**src/rtl/lsu_pkg.sv**
```systemverilog
// Shared definitions for the load/store data-port initiator: funct3 encodings,
// FSM state type and small size/legality helpers.
package lsu_pkg;

    localparam logic [2:0] F3_B  = 3'b000;
    localparam logic [2:0] F3_H  = 3'b001;
    localparam logic [2:0] F3_W  = 3'b010;
    localparam logic [2:0] F3_BU = 3'b100;
    localparam logic [2:0] F3_HU = 3'b101;

    typedef enum logic [1:0] {
        IDLE  = 2'd0,
        BEAT0 = 2'd1,
        BEAT1 = 2'd2,
        DONE  = 2'd3
    } lsu_state_t;

    // Byte-lane mask of an access before it is shifted to its offset.
    function automatic logic [3:0] size_mask(input logic [2:0] funct3);
        case (funct3)
            F3_B, F3_BU: size_mask = 4'b0001;
            F3_H, F3_HU: size_mask = 4'b0011;
            default:     size_mask = 4'b1111;
        endcase
    endfunction

    // Access size in bytes (1, 2 or 4).
    function automatic logic [2:0] size_bytes(input logic [2:0] funct3);
        case (funct3)
            F3_B, F3_BU: size_bytes = 3'd1;
            F3_H, F3_HU: size_bytes = 3'd2;
            default:     size_bytes = 3'd4;
        endcase
    endfunction

    // Encodings with no meaning: 011, 11x, and unsigned variants on stores.
    function automatic logic f3_illegal(input logic store, input logic [2:0] funct3);
        f3_illegal = (funct3 == 3'b011) || (funct3[2:1] == 2'b11) || (store && funct3[2]);
    endfunction

endpackage

```
**src/rtl/lsu_dport_if.sv**
```systemverilog
// Request/response and memory data-port signals of the load/store initiator.
// The slave modport is the initiator's view; master is the CPU+memory side.
interface lsu_dport_if #(
    parameter int ADDR_W = 32
);
    logic              req_valid;
    logic              req_ready;
    logic              req_store;
    logic [2:0]        req_funct3;
    logic [ADDR_W-1:0] req_addr;
    logic [31:0]       req_wdata;

    logic              rsp_valid;
    logic [31:0]       rsp_data;
    logic              rsp_err;

    logic [ADDR_W-1:0] mem_addr;
    logic [3:0]        mem_wmask;
    logic [31:0]       mem_wdata;
    logic [31:0]       mem_data;

    modport slave (
        input  req_valid, req_store, req_funct3, req_addr, req_wdata, mem_data,
        output req_ready, rsp_valid, rsp_data, rsp_err, mem_addr, mem_wmask, mem_wdata
    );

    modport master (
        output req_valid, req_store, req_funct3, req_addr, req_wdata, mem_data,
        input  req_ready, rsp_valid, rsp_data, rsp_err, mem_addr, mem_wmask, mem_wdata
    );
endinterface

```
**src/rtl/lsu_lane_align.sv**
```systemverilog
// Byte-lane alignment for the data port. The write side spreads the store
// across an 8-lane (two-word) window; the read side pulls the addressed bytes
// out of a {hi,lo} word pair and extends them to 32 bits.
module lsu_lane_align
    import lsu_pkg::*;
(
    input  logic [1:0]  off_i,
    input  logic [3:0]  size_mask_i,
    input  logic [31:0] wdata_i,
    output logic [7:0]  wmask_o,
    output logic [63:0] wdata_o,
    input  logic [31:0] hi_i,
    input  logic [31:0] lo_i,
    input  logic [2:0]  funct3_i,
    output logic [31:0] rdata_o
);

    logic [63:0] rd_shift;
    logic [31:0] rd_raw;

    // Write path: lanes [3:0] go to the first word, [7:4] to the next one.
    always_comb begin
        wmask_o = {4'b0000, size_mask_i} << off_i;
        wdata_o = {32'h0, wdata_i} << {off_i, 3'b000};
    end

    // Read path: shift the pair down to the offset, then truncate and extend.
    always_comb begin
        rd_shift = {hi_i, lo_i} >> {off_i, 3'b000};
        rd_raw   = rd_shift[31:0];
        case (funct3_i)
            F3_B:    rdata_o = {{24{rd_raw[7]}}, rd_raw[7:0]};
            F3_H:    rdata_o = {{16{rd_raw[15]}}, rd_raw[15:0]};
            F3_BU:   rdata_o = {24'h0, rd_raw[7:0]};
            F3_HU:   rdata_o = {16'h0, rd_raw[15:0]};
            default: rdata_o = rd_raw;
        endcase
    end

endmodule

```
**src/rtl/lsu_dport.sv**
```systemverilog
// Load/store initiator for the data port of the unified word memory. Takes
// one request at a time, issues one or two word beats, and returns a single
// response pulse. Memory read data arrives registered one cycle after the
// address, so a split load latches its first word during BEAT1.
module lsu_dport
    import lsu_pkg::*;
#(
    parameter int ADDR_W   = 32,
    parameter bit SPLIT_EN = 1'b1
) (
    input  logic        clk,
    input  logic        reset,
    lsu_dport_if.slave  bus
);

    lsu_state_t        state_q, state_d;
    logic [ADDR_W-1:0] mem_addr_q, mem_addr_d;
    logic              err_q;
    logic              cross_q;
    logic              store_q;
    logic [1:0]        off_q;
    logic [2:0]        f3_q;
    logic [31:0]       wdata_q;
    logic [31:0]       lo_q;

    logic              accept;
    logic [1:0]        req_off;
    logic [2:0]        req_end;
    logic              req_cross;
    logic              req_bad;

    logic [7:0]        wmask8;
    logic [63:0]       wdata64;
    logic [31:0]       rd_hi;
    logic [31:0]       rd_lo;
    logic [31:0]       rdata;

    // Classify the incoming request: crossing and illegal encodings.
    always_comb begin
        accept    = (state_q == IDLE) && bus.req_valid;
        req_off   = bus.req_addr[1:0];
        req_end   = {1'b0, req_off} + size_bytes(bus.req_funct3);
        req_cross = (req_end > 3'd4);
        req_bad   = f3_illegal(bus.req_store, bus.req_funct3) || (req_cross && !SPLIT_EN);
    end

    // Next-state and memory address sequencing.
    always_comb begin
        state_d    = state_q;
        mem_addr_d = mem_addr_q;
        case (state_q)
            IDLE: begin
                if (bus.req_valid) begin
                    if (req_bad) begin
                        state_d = DONE;
                    end else begin
                        state_d    = BEAT0;
                        mem_addr_d = {bus.req_addr[ADDR_W-1:2], 2'b00};
                    end
                end
            end
            BEAT0: begin
                if (cross_q) begin
                    state_d    = BEAT1;
                    mem_addr_d = mem_addr_q + ADDR_W'(4);
                end else begin
                    state_d = DONE;
                end
            end
            BEAT1:   state_d = DONE;
            DONE:    state_d = IDLE;
            default: state_d = IDLE;
        endcase
    end

    // Control state: FSM, held memory address and per-request flags.
    always_ff @(posedge clk or posedge reset) begin
        if (reset) begin
            state_q    <= IDLE;
            mem_addr_q <= '0;
            err_q      <= 1'b0;
            cross_q    <= 1'b0;
            store_q    <= 1'b0;
        end else begin
            state_q    <= state_d;
            mem_addr_q <= mem_addr_d;
            if (accept) begin
                err_q   <= req_bad;
                cross_q <= req_cross;
                store_q <= bus.req_store;
            end
        end
    end

    // Request payload and the first word of a split load; no reset needed.
    always_ff @(posedge clk) begin
        if (accept) begin
            off_q   <= req_off;
            f3_q    <= bus.req_funct3;
            wdata_q <= bus.req_wdata;
        end
        if (state_q == BEAT1) begin
            lo_q <= bus.mem_data;
        end
    end

    // In DONE, mem_data holds the last beat's word: lo if single, hi if split.
    always_comb begin
        rd_hi = cross_q ? bus.mem_data : 32'h0;
        rd_lo = cross_q ? lo_q : bus.mem_data;
    end

    lsu_lane_align u_align (
        .off_i       (off_q),
        .size_mask_i (size_mask(f3_q)),
        .wdata_i     (wdata_q),
        .wmask_o     (wmask8),
        .wdata_o     (wdata64),
        .hi_i        (rd_hi),
        .lo_i        (rd_lo),
        .funct3_i    (f3_q),
        .rdata_o     (rdata)
    );

    // Outputs decoded from the state register, so write enables drop as soon
    // as reset is applied.
    always_comb begin
        bus.req_ready = (state_q == IDLE);
        bus.rsp_valid = (state_q == DONE);
        bus.rsp_err   = (state_q == DONE) && err_q;
        bus.rsp_data  = ((state_q == DONE) && !err_q && !store_q) ? rdata : 32'h0;
        bus.mem_addr  = mem_addr_q;
        bus.mem_wmask = 4'b0000;
        bus.mem_wdata = 32'h0;
        case (state_q)
            BEAT0: begin
                bus.mem_wmask = store_q ? wmask8[3:0] : 4'b0000;
                bus.mem_wdata = wdata64[31:0];
            end
            BEAT1: begin
                bus.mem_wmask = store_q ? wmask8[7:4] : 4'b0000;
                bus.mem_wdata = wdata64[63:32];
            end
            default: ;
        endcase
    end

endmodule

```
**src/flat_wrapper.sv**
```systemverilog
// flat-port wrapper written by rule: the top's interface ports become plain ports
module lsu_dport_flat import lsu_pkg::*;
#(
    parameter int ADDR_W   = 32,
    parameter bit SPLIT_EN = 1'b1
)
  (clk, reset, bus_req_valid, bus_req_store, bus_req_funct3, bus_req_addr, bus_req_wdata, bus_mem_data, bus_req_ready, bus_rsp_valid, bus_rsp_data, bus_rsp_err, bus_mem_addr, bus_mem_wmask, bus_mem_wdata);
  lsu_dport_if #(.ADDR_W(ADDR_W)) bus_i ();
  input  logic clk;
  input  logic reset;
  input wire logic [$bits(bus_i.req_valid)-1:0] bus_req_valid;
  input wire logic [$bits(bus_i.req_store)-1:0] bus_req_store;
  input wire logic [$bits(bus_i.req_funct3)-1:0] bus_req_funct3;
  input wire logic [$bits(bus_i.req_addr)-1:0] bus_req_addr;
  input wire logic [$bits(bus_i.req_wdata)-1:0] bus_req_wdata;
  input wire logic [$bits(bus_i.mem_data)-1:0] bus_mem_data;
  output wire logic [$bits(bus_i.req_ready)-1:0] bus_req_ready;
  output wire logic [$bits(bus_i.rsp_valid)-1:0] bus_rsp_valid;
  output wire logic [$bits(bus_i.rsp_data)-1:0] bus_rsp_data;
  output wire logic [$bits(bus_i.rsp_err)-1:0] bus_rsp_err;
  output wire logic [$bits(bus_i.mem_addr)-1:0] bus_mem_addr;
  output wire logic [$bits(bus_i.mem_wmask)-1:0] bus_mem_wmask;
  output wire logic [$bits(bus_i.mem_wdata)-1:0] bus_mem_wdata;
  assign bus_i.req_valid = bus_req_valid;
  assign bus_i.req_store = bus_req_store;
  assign bus_i.req_funct3 = bus_req_funct3;
  assign bus_i.req_addr = bus_req_addr;
  assign bus_i.req_wdata = bus_req_wdata;
  assign bus_i.mem_data = bus_mem_data;
  assign bus_req_ready = bus_i.req_ready;
  assign bus_rsp_valid = bus_i.rsp_valid;
  assign bus_rsp_data = bus_i.rsp_data;
  assign bus_rsp_err = bus_i.rsp_err;
  assign bus_mem_addr = bus_i.mem_addr;
  assign bus_mem_wmask = bus_i.mem_wmask;
  assign bus_mem_wdata = bus_i.mem_wdata;
  lsu_dport #(.ADDR_W(ADDR_W), .SPLIT_EN(SPLIT_EN)) u_core (.clk(clk), .reset(reset), .bus(bus_i));
endmodule
```
**config.mk**
```make
export PLATFORM = sky130hd
export DESIGN_NAME = lsu_dport_flat
export DESIGN_NICKNAME = d
export VERILOG_FILES = /design/src/rtl/lsu_pkg.sv /design/src/rtl/lsu_dport_if.sv /design/src/rtl/lsu_lane_align.sv /design/src/rtl/lsu_dport.sv /design/src/flat_wrapper.sv
export SDC_FILE = /design/constraint.sdc
export NUM_CORES = 1
export LEC_CHECK = 0
export CORE_UTILIZATION = 23
export CTS_CLUSTER_SIZE = 30
export DETAILED_ROUTE_END_ITERATION = 8
export GPL_TIMING_DRIVEN = 1
export HOLD_SLACK_MARGIN = 0.08
export PLACE_DENSITY = 0.46
export SLEW_MARGIN = 20
export SYNTH_ARGS = -nofsm -noshare
export SYNTH_HDL_FRONTEND = slang
export SYNTH_SLANG_ARGS = --single-unit
```
**constraint.sdc**
```tcl
create_clock -name clk -period 4.4 [get_ports clk]
set_clock_uncertainty 0.05 [all_clocks]
set_input_delay 1.32 -clock clk [delete_from_list [all_inputs] [get_ports clk]]
set_output_delay 1.32 -clock clk [all_outputs]
set_load 0.01 [all_outputs]
```
# Word level (Yosys, flattened, before mapping)

Index checks and enable logic that the tools add are counted.
Widths: inputs -> output; s select.

$lt $le $gt $ge: 1
Mux-type cells: 18
Eq/ne operators: 14
$add $sub $neg: 2
Shift operators: 3
Reductions and logical operators: 18

Operators with widths:

| cell                  | number |
|---|---|
| $mux 32               | 6 |
| $pmux 32 s2           | 2 |
| $pmux 32 s4           | 1 |
| $shl 32x5->64         | 1 |
| $shr 64x5->32         | 1 |
| $add 32x3->32 const B | 1 |
| $pmux 4 s2            | 2 |
| $eq 3x3->1 const B    | 4 |
| $mux 4                | 2 |
| $pmux 2 s4            | 1 |
| $reduce_or 2->1       | 4 |
| $shl 4x2->8           | 1 |
| $eq 2x2->1 const B    | 3 |
| $eq 3x1->1 const B    | 2 |
| $logic_not 3->1       | 2 |
| $pmux 3 s2            | 1 |
| $logic_and 1x1->1     | 5 |
| $mux 2                | 2 |
| $ne 2x2->1 const B    | 2 |
| $reduce_and 4->1      | 1 |
| $add 2x3->3           | 1 |
| $eq 3x2->1 const B    | 1 |
| $gt 3x3->1 const B    | 1 |
| $eq 2x1->1 const B    | 1 |
| other kinds (6)       | 8 |

Bits of input ports: 103
Output and inout port bits: 103
Register bits after elaboration: 106
Word-level logic and storage cells: 65

# Longest topological paths before layout

Depth in word-level cells: 6
Gate-level depth with buffers: 9
Gate-level depth less buffers: 7

# Modules after synthesis

Synthesis repeated with hierarchy kept, for this count alone.

Cells, all modules: 798
Area, all modules: 7668.6 µm²

By module, submodules not included:

| module         | sequential area each (µm²) | area an instance (µm²) | instances | cells an instance |
|---|---|---|---|---|
| lsu_dport      | 2947.8                     | 5775.5                 | 1         | 542 |
| lsu_lane_align | 0.0                        | 1893.1                 | 1         | 256 |

# Worst setup path after synthesis

OpenSTA, ideal clock, no wires.

Path kind: input-to-output
From: input port bus_mem_data[31]
To: output port bus_rsp_data[20]
Path buffers: 1
Arrival: 2.392 ns
Slack: 0.638 ns
Required time: 3.030 ns
Cell stages on the path: 6
Cells stage by stage: mux2i_1 a22oi_1 a41o_1 o21ai_2 buf_2 nor2_1

Word-level cells in the longest chain between the ends: 4
Elaborated cells between the ends (all ways): 5
Classes of those cells: 1 x shift; 4 x mux

RTL lines:

| item                       | line                               | text |
|---|---|---|
| start, declared            | flat_wrapper.sv:16                 | `input wire logic [$bits(bus_i.mem_data)-1:0] bus_mem_data;` |
| $mux 32 (on tied branches) | lsu_dport.sv:110, lsu_dport.sv:109 |  |
| $shr 64x5->32 *            | lsu_lane_align.sv:29               | `rd_shift = {hi_i, lo_i} >> {off_i, 3'b000};` |
| $pmux 32 s4 *              | lsu_lane_align.sv:31               | `case (funct3_i)` |
| $mux 32 *                  | lsu_dport.sv:131                   | `bus.rsp_data = ((state_q == DONE) && !err_q && !store_q) ? rdata : 32'h0;` |
| end, declared              | flat_wrapper.sv:19                 | `output wire logic [$bits(bus_i.rsp_data)-1:0] bus_rsp_data;` |

Mark *: on every way between the ends. The rest lies on a longest branch, timed or not.

# Worst setup path in the final report

From: input port bus_mem_data[7]
To: output port bus_rsp_data[26]

Same word-level chain as after synthesis.

==> metrics.yaml <==
place:
  dp_slack_ps: -703
  hpwl_um: 17400
  dpl_cell_area_mm2: 0.00943
  place_congestion: 0.801
  io_buffers: 203
clocking:
  cts.sinks: 104
  holdBufCountCts: 0
  cts_tree: "yes"
  root_buffer: "clkbuf_16"
  clockBufferDepth: 2
  cts_buffers: 9
  clock_latency_ps: 360
  h-tree-depth: 3
  path_clk_slew_ps: 80
sta:
  slew_viol_final: 0
  fin_crit_sh_pct: 97.7
  max_freq_mhz: 233
  period_minus_slack_ps: 4300
  setup_violations: 0
  finalHoldViolCount: 0
  whs_ps: 488
  grt_setup_unrepaired: "no"
  worst_slack_ps: 100
  maxSlewHeadroom_pct: 45.9
  worstMarginPinSlew_ps: 812
setup_path:
  cpPeakStageDelay_ps: 550
  cp-start-kind: "primary input"
  cp_top_family: "buffers and inverters"
  cp_slowest_cell: "clkdlybuf4s50_1"
  cp-startpoint: "bus_mem_data[7]"
  r2r-start: "u_core.state_q[1]"
  cp_max_fo: 13
  cp_num_buf_inv: 4
  arrival_ps: 2930
  end_kind: "output pin"
  worstPathCellList: "clkdlybuf4s50_1, mux2i_1, nand2_1, and4_4, buf_4, o21ai_4, buf_12, nor2_1, clkdlybuf4s15_2"
  cp_data_required_time_ps: 3030
  path_class: "in -> out"
floorplan:
  initial_utilization_pct: 23.6
  rows: 62
  fp.dieH_um: 175
  pin_count: 206
  die_x_um: 175
  placeableCoreArea_mm2: 0.0290
  die_area_mm2: 0.0305
drt:
  ant_nets: 0
  drc: 0
  first_iter_violations: 315
  vias: 6429
  viasPerCell: 4.89
  drtPass1Iterations: 5
  wl_um: 24200
  wire_per_inst_um: 18.4
synthesis:
  synth_area_mm2: 0.00685
  syn_area_per_cell_um2: 9.48
  seq_area_frac_synth_pct: 43.0
  synth_edf_count: 69
  yosysWarnings: 0
  synth_flop_cell: "edfxtp_1"
  async_reset_ff_share_pct: 33.7
  synthDistinctLibCells: 55
  netlist.area_leader.share_pct: 30.3
  synth_area_leader_cell: "edfxtp_1"
  syn_inst: 722
  synth_common_cells: "mux2i_1, o21ai_0, edfxtp_1"
  synth.area.top_cells: "edfxtp_1, dfrtp_1, mux2i_1"
  ys_seq_elements: 104
  yosysMostFrequentCell: "mux2i_1"
status:
  outcome: "finished clean"
finish:
  final_nets: 1034
  final_layout_size_suffix_gt1_share_pct: 14.5
  final_area_mm2: 0.00977
  area_growth_pct: 42.6
grt:
  gr-total-overflow: 0
  grt_pass1_wl_um: 37100
  antenna_found_initial: 1
  grt_max_degree: 66
  grtUsageTotal_pct: 15.6
  grt_pass1_vias: 6590
power:
  power_density_mw_per_mm2: 571
  cellLeakagePower_nw: 3.60
  vdd_drop_max_mv: 0.265
min_path:
  min_from: "u_core.err_q"
  hold_class: "reg -> reg"
job:
  drv_cap: 0
-- state kept, by name, indices dropped and copies added (netlist names) --
register             cells
u_core.err_q             1
u_core.state_q           2
u_core.f3_q              3
u_core.off_q             2
u_core.store_q           1
u_core.bus.mem_addr     30
u_core.lo_q             32
u_core.cross_q           1
u_core.wdata_q          32
-- kinds of logic after synthesis --
family	count (synthesis)	synth area share, %
other	1	0.0548
adder cells (fa/ha/maj)	7	1.39
flip-flops	104	43.0
XOR/XNOR	1	0.128
buffers and inverters	71	4.46
multiplexers	90	13.5
AND/OR/NAND/NOR	219	16.8
AO/OA/AOI/OAI	229	20.6
-- where the power goes --
group / internal, mW / switching [mW] / total, mW
clock network: 0.453 / 0.393 / 0.846
registers: 1.41 / 0.337 / 1.75
logic: 1.38 / 1.60 / 2.98
-- worst paths after layout --
kind	end	slack, ps	depth (start not counted)
max	bus_rsp_data[26]	100	9
min	u_core.err_q	490	1
max reg2reg	u_core.bus.mem_addr[20]	1560	8
min reg2reg	u_core.err_q	490	1
max in group asynchronous	u_core.bus.mem_addr[30]	2230	3
min in group asynchronous	u_core.bus.mem_addr[9]	1290	2
-- routing by layer --
| layer | global-route usage [%] | part of all wire [%] | up-vias |
|---|---|---|---|
| met5 | 0 | 0 | - |
| met4 | 5.25 | 2.1 | 0 |
| met3 | 3.41 | 4.9 | 29 |
| met2 | 25.1 | 46 | 181 |
| met1 | 20.6 | 47 | 3077 |
| li1 | - | - | 3142 |
-- layout by cell type (no fill, tap or decap), types with 16 or more instances in the layout --
cell type        synthesis  final
edfxtp_1                69     69
o21ai_0                 70     70
nor2_1                  37     37
nand3_1                 35     34
dfrtp_1                 35     34
clkdlybuf4s50_1          0    169
inv_1                   16     16
mux2i_1                 71     68
a21oi_1                 60     59
mux2_2                  19     19
buf_4                    5     39
o22ai_1                 36     36
nand2_1                 67     65
and2_1                  20     20
-- worst register-to-register path, cell delays in order (launching register included) --
cell       delay [ps]
dfrtp_1           440
inv_1             110
ha_2              300
buf_4             570
mux2_2            440
o221ai_2          280
buf_4             310
a21oi_1            60
a2bb2oi_1         160
-- area by class of cell --
type | instances | area, um2
Tap cell | 384 | 480
Antenna cell | 1 | 2.50
Clock buffer | 13 | 282
Sequential cell | 104 | 2950
Inverter | 17 | 63.8
Clock inverter | 3 | 21.3
Multi-Input combinational cell | 548 | 3670
Timing Repair Buffer | 244 | 2300
Fill cell | 2997 | 19200
-- metrics by stage --
step | std cells | power [mW] | TNS (ps) | utilization [%]
4_1_cts | 1313 | 5.63 | -97.6 | 33.6
2_1_floorplan | 723 | 3.44 | 0 | -
5_1_grt | 1314 | 5.95 | 0 | 33.7
6_report | 1314 | 5.57 | 0 | 33.7
3_5_place_dp | 1293 | 4.75 | -14150 | 32.5
3_3_place_gp | 1293 | 4.75 | -12600 | 32.5
-- what timing repair did --
| action | 4_1_cts | 5_1_grt |
|---|---|---|
| setup buffers | 4 | 0 |
| gates resized for setup | 92 | 8 |
| setup endpoints to repair | 33 | 36 |
| pin swaps | 5 | 1 |
No activity file was read; power rests on OpenSTA's default activity.
